**src/rtl/fetch_unit_if.sv**
```systemverilog
// Bus bundle for fetch_unit: instruction-memory request/response path, redirect
// input and the decode-side valid/ready output.
interface fetch_unit_if;
  // Handshakes: a request is issued on every cycle imem_req=1 (memory always
  // accepts); each request returns exactly one imem_rvalid pulse, in order.
  // An output transfer happens on a rising edge where out_valid && out_ready;
  // out_pc/out_instr stay stable while out_valid=1 and out_ready=0.
  logic        imem_req;
  logic [31:0] imem_addr;
  logic        imem_rvalid;
  logic [31:0] imem_rdata;
  logic        redirect;
  logic [31:0] redirect_pc;
  logic        out_valid;
  logic        out_ready;
  logic [31:0] out_pc;
  logic [31:0] out_instr;

  modport master (
    output imem_req, imem_addr, out_valid, out_pc, out_instr,
    input  imem_rvalid, imem_rdata, redirect, redirect_pc, out_ready
  );

  modport slave (
    input  imem_req, imem_addr, out_valid, out_pc, out_instr,
    output imem_rvalid, imem_rdata, redirect, redirect_pc, out_ready
  );
endinterface

```
**src/rtl/fetch_unit.sv**
```systemverilog
// Instruction fetch stage with a DEPTH-entry prefetch queue, redirect flush and
// decode stall. Define FETCH_PERF_EN to add stall_cycles/flush_count counters.
module fetch_unit #(
  parameter logic [31:0] RESET_PC = 32'h0000_0000,
  parameter int unsigned DEPTH    = 4
) (
  input  logic          clk,
  input  logic          reset,
  fetch_unit_if.master  bus
`ifdef FETCH_PERF_EN
  ,
  output logic [31:0]   stall_cycles,
  output logic [31:0]   flush_count
`endif
);

  localparam int unsigned     PTR_W   = $clog2(DEPTH);
  localparam int unsigned     CNT_W   = PTR_W + 1;
  localparam logic [CNT_W-1:0] DEPTH_C = CNT_W'(DEPTH);

  logic [31:0]      pc_mem_q    [DEPTH];
  logic [31:0]      instr_mem_q [DEPTH];

  logic [PTR_W-1:0] wr_ptr_q, wr_ptr_d;
  logic [PTR_W-1:0] rd_ptr_q, rd_ptr_d;
  logic [CNT_W-1:0] count_q, count_d;
  logic [CNT_W-1:0] outstanding_q, outstanding_d;
  logic [CNT_W-1:0] drop_cnt_q, drop_cnt_d;
  logic [31:0]      fetch_pc_q, fetch_pc_d;
  logic [31:0]      resp_pc_q, resp_pc_d;
  logic [31:0]      last_pc_q, last_pc_d;
  logic [31:0]      last_instr_q, last_instr_d;

  logic             empty;
  logic             credit;
  logic             issue;
  logic             push;
  logic             pop;
  logic [31:0]      head_pc;
  logic [31:0]      head_instr;
  logic [31:0]      redirect_base;

  assign empty         = (count_q == '0);
  assign head_pc       = pc_mem_q[rd_ptr_q];
  assign head_instr    = instr_mem_q[rd_ptr_q];
  assign redirect_base = bus.redirect_pc & ~32'h3;

  // Buffered plus in-flight words never exceed DEPTH, so a response always has a slot.
  assign credit = ({1'b0, count_q} + {1'b0, outstanding_q}) < {1'b0, DEPTH_C};
  assign issue  = reset && credit && !bus.redirect;
  assign push   = bus.imem_rvalid && (drop_cnt_q == '0) && !bus.redirect;
  assign pop    = !empty && bus.out_ready && !bus.redirect;

  assign bus.imem_req  = issue;
  assign bus.imem_addr = fetch_pc_q;
  assign bus.out_valid = !empty;
  assign bus.out_pc    = empty ? last_pc_q    : head_pc;
  assign bus.out_instr = empty ? last_instr_q : head_instr;

  always_comb begin
    fetch_pc_d    = fetch_pc_q;
    resp_pc_d     = resp_pc_q;
    wr_ptr_d      = wr_ptr_q;
    rd_ptr_d      = rd_ptr_q;
    count_d       = count_q;
    outstanding_d = outstanding_q;
    drop_cnt_d    = drop_cnt_q;
    last_pc_d     = last_pc_q;
    last_instr_d  = last_instr_q;

    if (!empty) begin
      last_pc_d    = head_pc;
      last_instr_d = head_instr;
    end

    if (bus.redirect) begin
      fetch_pc_d    = redirect_base;
      resp_pc_d     = redirect_base;
      wr_ptr_d      = '0;
      rd_ptr_d      = '0;
      count_d       = '0;
      outstanding_d = outstanding_q - CNT_W'(bus.imem_rvalid);
      // Everything still in flight is stale, including words already marked
      // for dropping, so the drop count becomes the in-flight total.
      drop_cnt_d    = outstanding_q - CNT_W'(bus.imem_rvalid);
    end else begin
      if (issue) begin
        fetch_pc_d = fetch_pc_q + 32'd4;
      end
      if (push) begin
        resp_pc_d = resp_pc_q + 32'd4;
        wr_ptr_d  = wr_ptr_q + PTR_W'(1);
      end
      if (pop) begin
        rd_ptr_d = rd_ptr_q + PTR_W'(1);
      end
      count_d       = count_q + CNT_W'(push) - CNT_W'(pop);
      outstanding_d = outstanding_q + CNT_W'(issue) - CNT_W'(bus.imem_rvalid);
      if (bus.imem_rvalid && (drop_cnt_q != '0)) begin
        drop_cnt_d = drop_cnt_q - CNT_W'(1);
      end
    end
  end

  always_ff @(posedge clk or negedge reset) begin
    if (!reset) begin
      fetch_pc_q    <= RESET_PC;
      resp_pc_q     <= RESET_PC;
      wr_ptr_q      <= '0;
      rd_ptr_q      <= '0;
      count_q       <= '0;
      outstanding_q <= '0;
      drop_cnt_q    <= '0;
      last_pc_q     <= '0;
      last_instr_q  <= '0;
    end else begin
      fetch_pc_q    <= fetch_pc_d;
      resp_pc_q     <= resp_pc_d;
      wr_ptr_q      <= wr_ptr_d;
      rd_ptr_q      <= rd_ptr_d;
      count_q       <= count_d;
      outstanding_q <= outstanding_d;
      drop_cnt_q    <= drop_cnt_d;
      last_pc_q     <= last_pc_d;
      last_instr_q  <= last_instr_d;
    end
  end

  // Entry contents need no reset: occupancy alone decides what is readable.
  always_ff @(posedge clk) begin
    if (push) begin
      pc_mem_q[wr_ptr_q]    <= resp_pc_q;
      instr_mem_q[wr_ptr_q] <= bus.imem_rdata;
    end
  end

  a_no_overflow: assert property (@(posedge clk) disable iff (!reset)
    !(push && !pop && (count_q == DEPTH_C)));

`ifdef FETCH_PERF_EN
  logic [31:0] stall_q, stall_d;
  logic [31:0] flush_q, flush_d;

  always_comb begin
    stall_d = stall_q;
    flush_d = flush_q;
    if (!empty && !bus.out_ready && (stall_q != 32'hFFFF_FFFF)) begin
      stall_d = stall_q + 32'd1;
    end
    if (bus.redirect && (flush_q != 32'hFFFF_FFFF)) begin
      flush_d = flush_q + 32'd1;
    end
  end

  always_ff @(posedge clk or negedge reset) begin
    if (!reset) begin
      stall_q <= '0;
      flush_q <= '0;
    end else begin
      stall_q <= stall_d;
      flush_q <= flush_d;
    end
  end

  assign stall_cycles = stall_q;
  assign flush_count  = flush_q;
`endif

endmodule
```
**src/flat_wrapper.sv**
```systemverilog
// flat-port wrapper written by rule: the top's interface ports become plain ports
module fetch_unit_flat 
#(
  parameter logic [31:0] RESET_PC = 32'h0000_0000,
  parameter int unsigned DEPTH    = 4
)
  (clk, reset, bus_imem_req, bus_imem_addr, bus_out_valid, bus_out_pc, bus_out_instr, bus_imem_rvalid, bus_imem_rdata, bus_redirect, bus_redirect_pc, bus_out_ready);
  fetch_unit_if bus_i ();
  input  logic clk;
  input  logic reset;
  output wire logic [$bits(bus_i.imem_req)-1:0] bus_imem_req;
  output wire logic [$bits(bus_i.imem_addr)-1:0] bus_imem_addr;
  output wire logic [$bits(bus_i.out_valid)-1:0] bus_out_valid;
  output wire logic [$bits(bus_i.out_pc)-1:0] bus_out_pc;
  output wire logic [$bits(bus_i.out_instr)-1:0] bus_out_instr;
  input wire logic [$bits(bus_i.imem_rvalid)-1:0] bus_imem_rvalid;
  input wire logic [$bits(bus_i.imem_rdata)-1:0] bus_imem_rdata;
  input wire logic [$bits(bus_i.redirect)-1:0] bus_redirect;
  input wire logic [$bits(bus_i.redirect_pc)-1:0] bus_redirect_pc;
  input wire logic [$bits(bus_i.out_ready)-1:0] bus_out_ready;
  assign bus_imem_req = bus_i.imem_req;
  assign bus_imem_addr = bus_i.imem_addr;
  assign bus_out_valid = bus_i.out_valid;
  assign bus_out_pc = bus_i.out_pc;
  assign bus_out_instr = bus_i.out_instr;
  assign bus_i.imem_rvalid = bus_imem_rvalid;
  assign bus_i.imem_rdata = bus_imem_rdata;
  assign bus_i.redirect = bus_redirect;
  assign bus_i.redirect_pc = bus_redirect_pc;
  assign bus_i.out_ready = bus_out_ready;
  fetch_unit #(.RESET_PC(RESET_PC), .DEPTH(DEPTH)) u_core (.clk(clk), .reset(reset), .bus(bus_i));
endmodule
```
**config.mk**
```make
export PLATFORM = sky130hd
export DESIGN_NAME = fetch_unit_flat
export DESIGN_NICKNAME = d
export VERILOG_FILES = /design/src/rtl/fetch_unit_if.sv /design/src/rtl/fetch_unit.sv /design/src/flat_wrapper.sv
export SDC_FILE = /design/constraint.sdc
export NUM_CORES = 1
export LEC_CHECK = 0
export BUFFER_PORTS_ARGS = -buffer_cell sky130_fd_sc_hd__buf_2
export CORE_MARGIN = 3
export CORE_UTILIZATION = 45
export DETAILED_ROUTE_END_ITERATION = 7
export PLACE_DENSITY_LB_ADDON = 0.1
export SKIP_LAST_GASP = 1
export SLEW_MARGIN = 20
export SYNTH_ARGS = -nofsm -noshare
export SYNTH_HDL_FRONTEND = slang
export SYNTH_SLANG_ARGS = --single-unit
export TNS_END_PERCENT = 5
```
**constraint.sdc**
```tcl
create_clock -name clk -period 4.7 [get_ports clk]
set_clock_uncertainty 0.05 [all_clocks]
set_input_delay 0.94 -clock clk [delete_from_list [all_inputs] [get_ports clk]]
set_output_delay 0.94 -clock clk [all_outputs]
set_load 0.01 [all_outputs]
```
==> impl_results.md <==
- P_leak: 7.037 nW
- # Post-CTS Setup Buffers: 0
- Clock power frac: between 30% and 40%
- Leading area contributor after synthesis: edfxtp_1
- PD cells: 572.9 nW/um2
- Synth-to-Final Area Change: 17.36%
- Status: finished, final reports clean
- Syn Area/Cell: 14.58 um2
- Crit-path max FO: 29
- Internal power: 7.188 mW
- Die H: 193.0 um
- Clock Tree Root: clkbuf_16
- Antenna violations before repair: 0
- Final Hold Vio Count: 0
- Async SR Flop Fraction: 35.58%
- Hold WC Path Type: flop to flop
- Netlist Area Pre-Place: 15730 um2
- Max-slew violation count: 0
- Final Critical Period: 3565 ps
- Worst slew pin tran: 868.1 ps
- Row Count: 67
- Top cells by area, synth: edfxtp_1 47%, dfrtp_1 22%, mux4_2 8.9%
- Finished Layout Cells: 1729
- Sequential cell fraction of total power: 41.4%
- WP data required: 3710 ps
- FF-to-FF setup slack: 1630 ps
- Number of global-route vias before repair: 9603
- Top_reg_cell synth: edfxtp_1
- Smallest hold slack: 408.5 ps
- CTS tree: built
- Setup TNS: 0 ps
- Final clock period utilization by the worst path: 75.85%
- Grt ovf: 0
- Sequential area share after synthesis: 69.14%
- Netlist cell types: 50
- Unrepaired setup endpoints after global routing: false
- Avg WL per Cell: roughly 20 um
- Final number of setup-violating endpoints: 0
- Comb power frac: approximately 28%
- Clock Sink Count: 385
- Max-cap violations: 0
- Diode count: 0
- EDFF count, synth: 248
- DP Cell Count: approximately 1700
- Post-detail-place hpwl: 21500 um
- Startpoint types: flop
- Htree depth: 2
- Met2 GRT Util: 30.14%
- Die width: 193.0 um
- Worst slew margin: a little over two fifths
- M3 GR Usage: 3.471%
- Yosys warnings: 0
- Initial DRC count: 641
- Worst-path clk slew: 60 ps
- Via count: 9516
- Seq cells post-synth: 385
- Synth Instances: 1079
- DRC: 0
- Pin count of the biggest net entering global routing: 81
- Initial core utilization: 46.33%
- Vias per Instance: 5.504
- Max clock buf depth: 3
- Nets: 1336
- Count leader, synth: edfxtp_1
- Synth top cells by count: 248 x edfxtp_1, 215 x nand2_1, 137 x dfrtp_1
- Routed Antenna Nets: 0
- Switch Pwr: 3.389 mW
- Hold buffers post-CTS: 0
- Cts repair resizes: 0
- Routed wire length: 34420 um
- CP Class: flop to output port
- F_max: 280.5 MHz
- Worst Path Arrival: 2570 ps
- Worst r2r path cells: 10
- Drt first pass iters: 5
- Fin util: 54.37%
- CORE AREA: ~34000 um2
- Worst vdd ir: 0.4053 mV
- Die area: 37240 um2
- Clk_lat worst skew: about 520 ps
- Port Buffers: 162
- CTS buffer count: 41
- Gpl congestion: 0.8302
- IO Pins: 167
- Net Sw Frac: 32.04%
- GRT Total Usage: 18.67%
- Area share of the largest cell type after synthesis: 47.34%
- First-pass GRT wire length: 53800 um
- Global route hottest layer: met2
- GR met1 Demand/Resource: 26.52%
- Worst Hold Depth: 2
- Endpoint class of the critical path: output port
- Share of layout cells above drive strength 1: 25.68%
-- power groups by stage --
stage	combinational [mW]	clock [mW]	sequential, mW
2_1_floorplan	1.95	0	4.32
3_3_place_gp	3.02	0	4.43
3_5_place_dp	3.06	0	4.45
4_1_cts	3.06	3.32	4.38
5_1_grt	3.37	3.46	4.43
6_report	2.97	3.23	4.37
-- per-stage QoR --
stage               total power [mW]  setup slack (ps)  instance area (um2)
finish                         10.58              1135                18460
global route                   11.26             910.7                18460
CTS                            10.76              1029                18460
detailed placement             7.503              1353                17090
global placement               7.448              1405                17090
floorplan                      6.275              1081                15730
-- sequential cells by signal, summed over array words and instances, names as in the netlist, 3 cells and up --
register / cells
u_core.outstanding_q: 3
u_core.bus.imem_addr: 30
u_core.last_pc_q: 32
u_core.last_instr_q: 32
u_core.resp_pc_q: 30
u_core.pc_mem_q: 120
u_core.instr_mem_q: 128
u_core.drop_cnt_q: 3
u_core.count_q: 3
-- critical path, cell delays in order, from the launching register on --
cell and delay (ps):
dfrtp_4 800, buf_4 390, mux4_2 540, nand2_1 80
nand2_1 80, buf_2 160
-- area by class of cell --
cell class                 count  area (um2)
clock buffer                  55        1160
timing repair buffer         180        1002
tap                          448       560.5
inverter                      21       78.83
fill                        2856       15490
sequential                   385       10880
clock inverter                20       207.7
multi-input combinational    620        4571
-- per-layer routing --
metal  vias to the layer above  part of all wire (%)  routed length (um)
met1                      4782                    45               15550
met5                         -                     0                   0
met4                         0                   2.2                 759
met3                        48                   6.3                2155
li1                       4404                     -                   -
met2                       282                    46               15950
-- final timing paths --
| path | from | end |
|---|---|---|
| worst max-delay path | u_core.rd_ptr_q[0] | bus_out_pc[14] |
| worst min-delay path | u_core.last_instr_q[2] | u_core.last_instr_q[2] |
| worst max register to register | u_core.count_q[2] | u_core.outstanding_q[2] |
| worst min register to register | u_core.last_instr_q[2] | u_core.last_instr_q[2] |
| max in group asynchronous | reset | u_core.last_pc_q[4] |
| min in group asynchronous | reset | u_core.last_instr_q[10] |
-- layout by cell type, fill, tap and decap left out, types with 17 or more instances in the layout --
cell type  Yosys  final
edfxtp_1     248    248
o31ai_1       19     19
nand2_1      215    215
o21ai_0       17     17
nand4_1       21     21
dfrtp_1      137    135
clkbuf_16      0     42
inv_1         21     19
nor2_1        39     39
mux4_2        62     62
buf_2          7    161
a31oi_1       30     30
or4_1         19     19
nand3_1       25     25
-- cell families (layout without fill, tap and decap cells) --
logic type / count (synthesis) / count (layout) / synth area share, %
AOI/OAI and AO/OA: 100 / 100 / 4.120
xor gates and xnor gates: 28 / 28 / 1.559
adders and majority gates: 18 / 18 / 1.527
buffers and inverters: 75 / 276 / 1.893
DFF: 385 / 385 / 69.14
muxes: 72 / 72 / 9.577
other: 1 / 2 / 0.02384
and+or+nand+nor: 400 / 400 / 12.16
No activity file was read; power rests on OpenSTA's default activity.
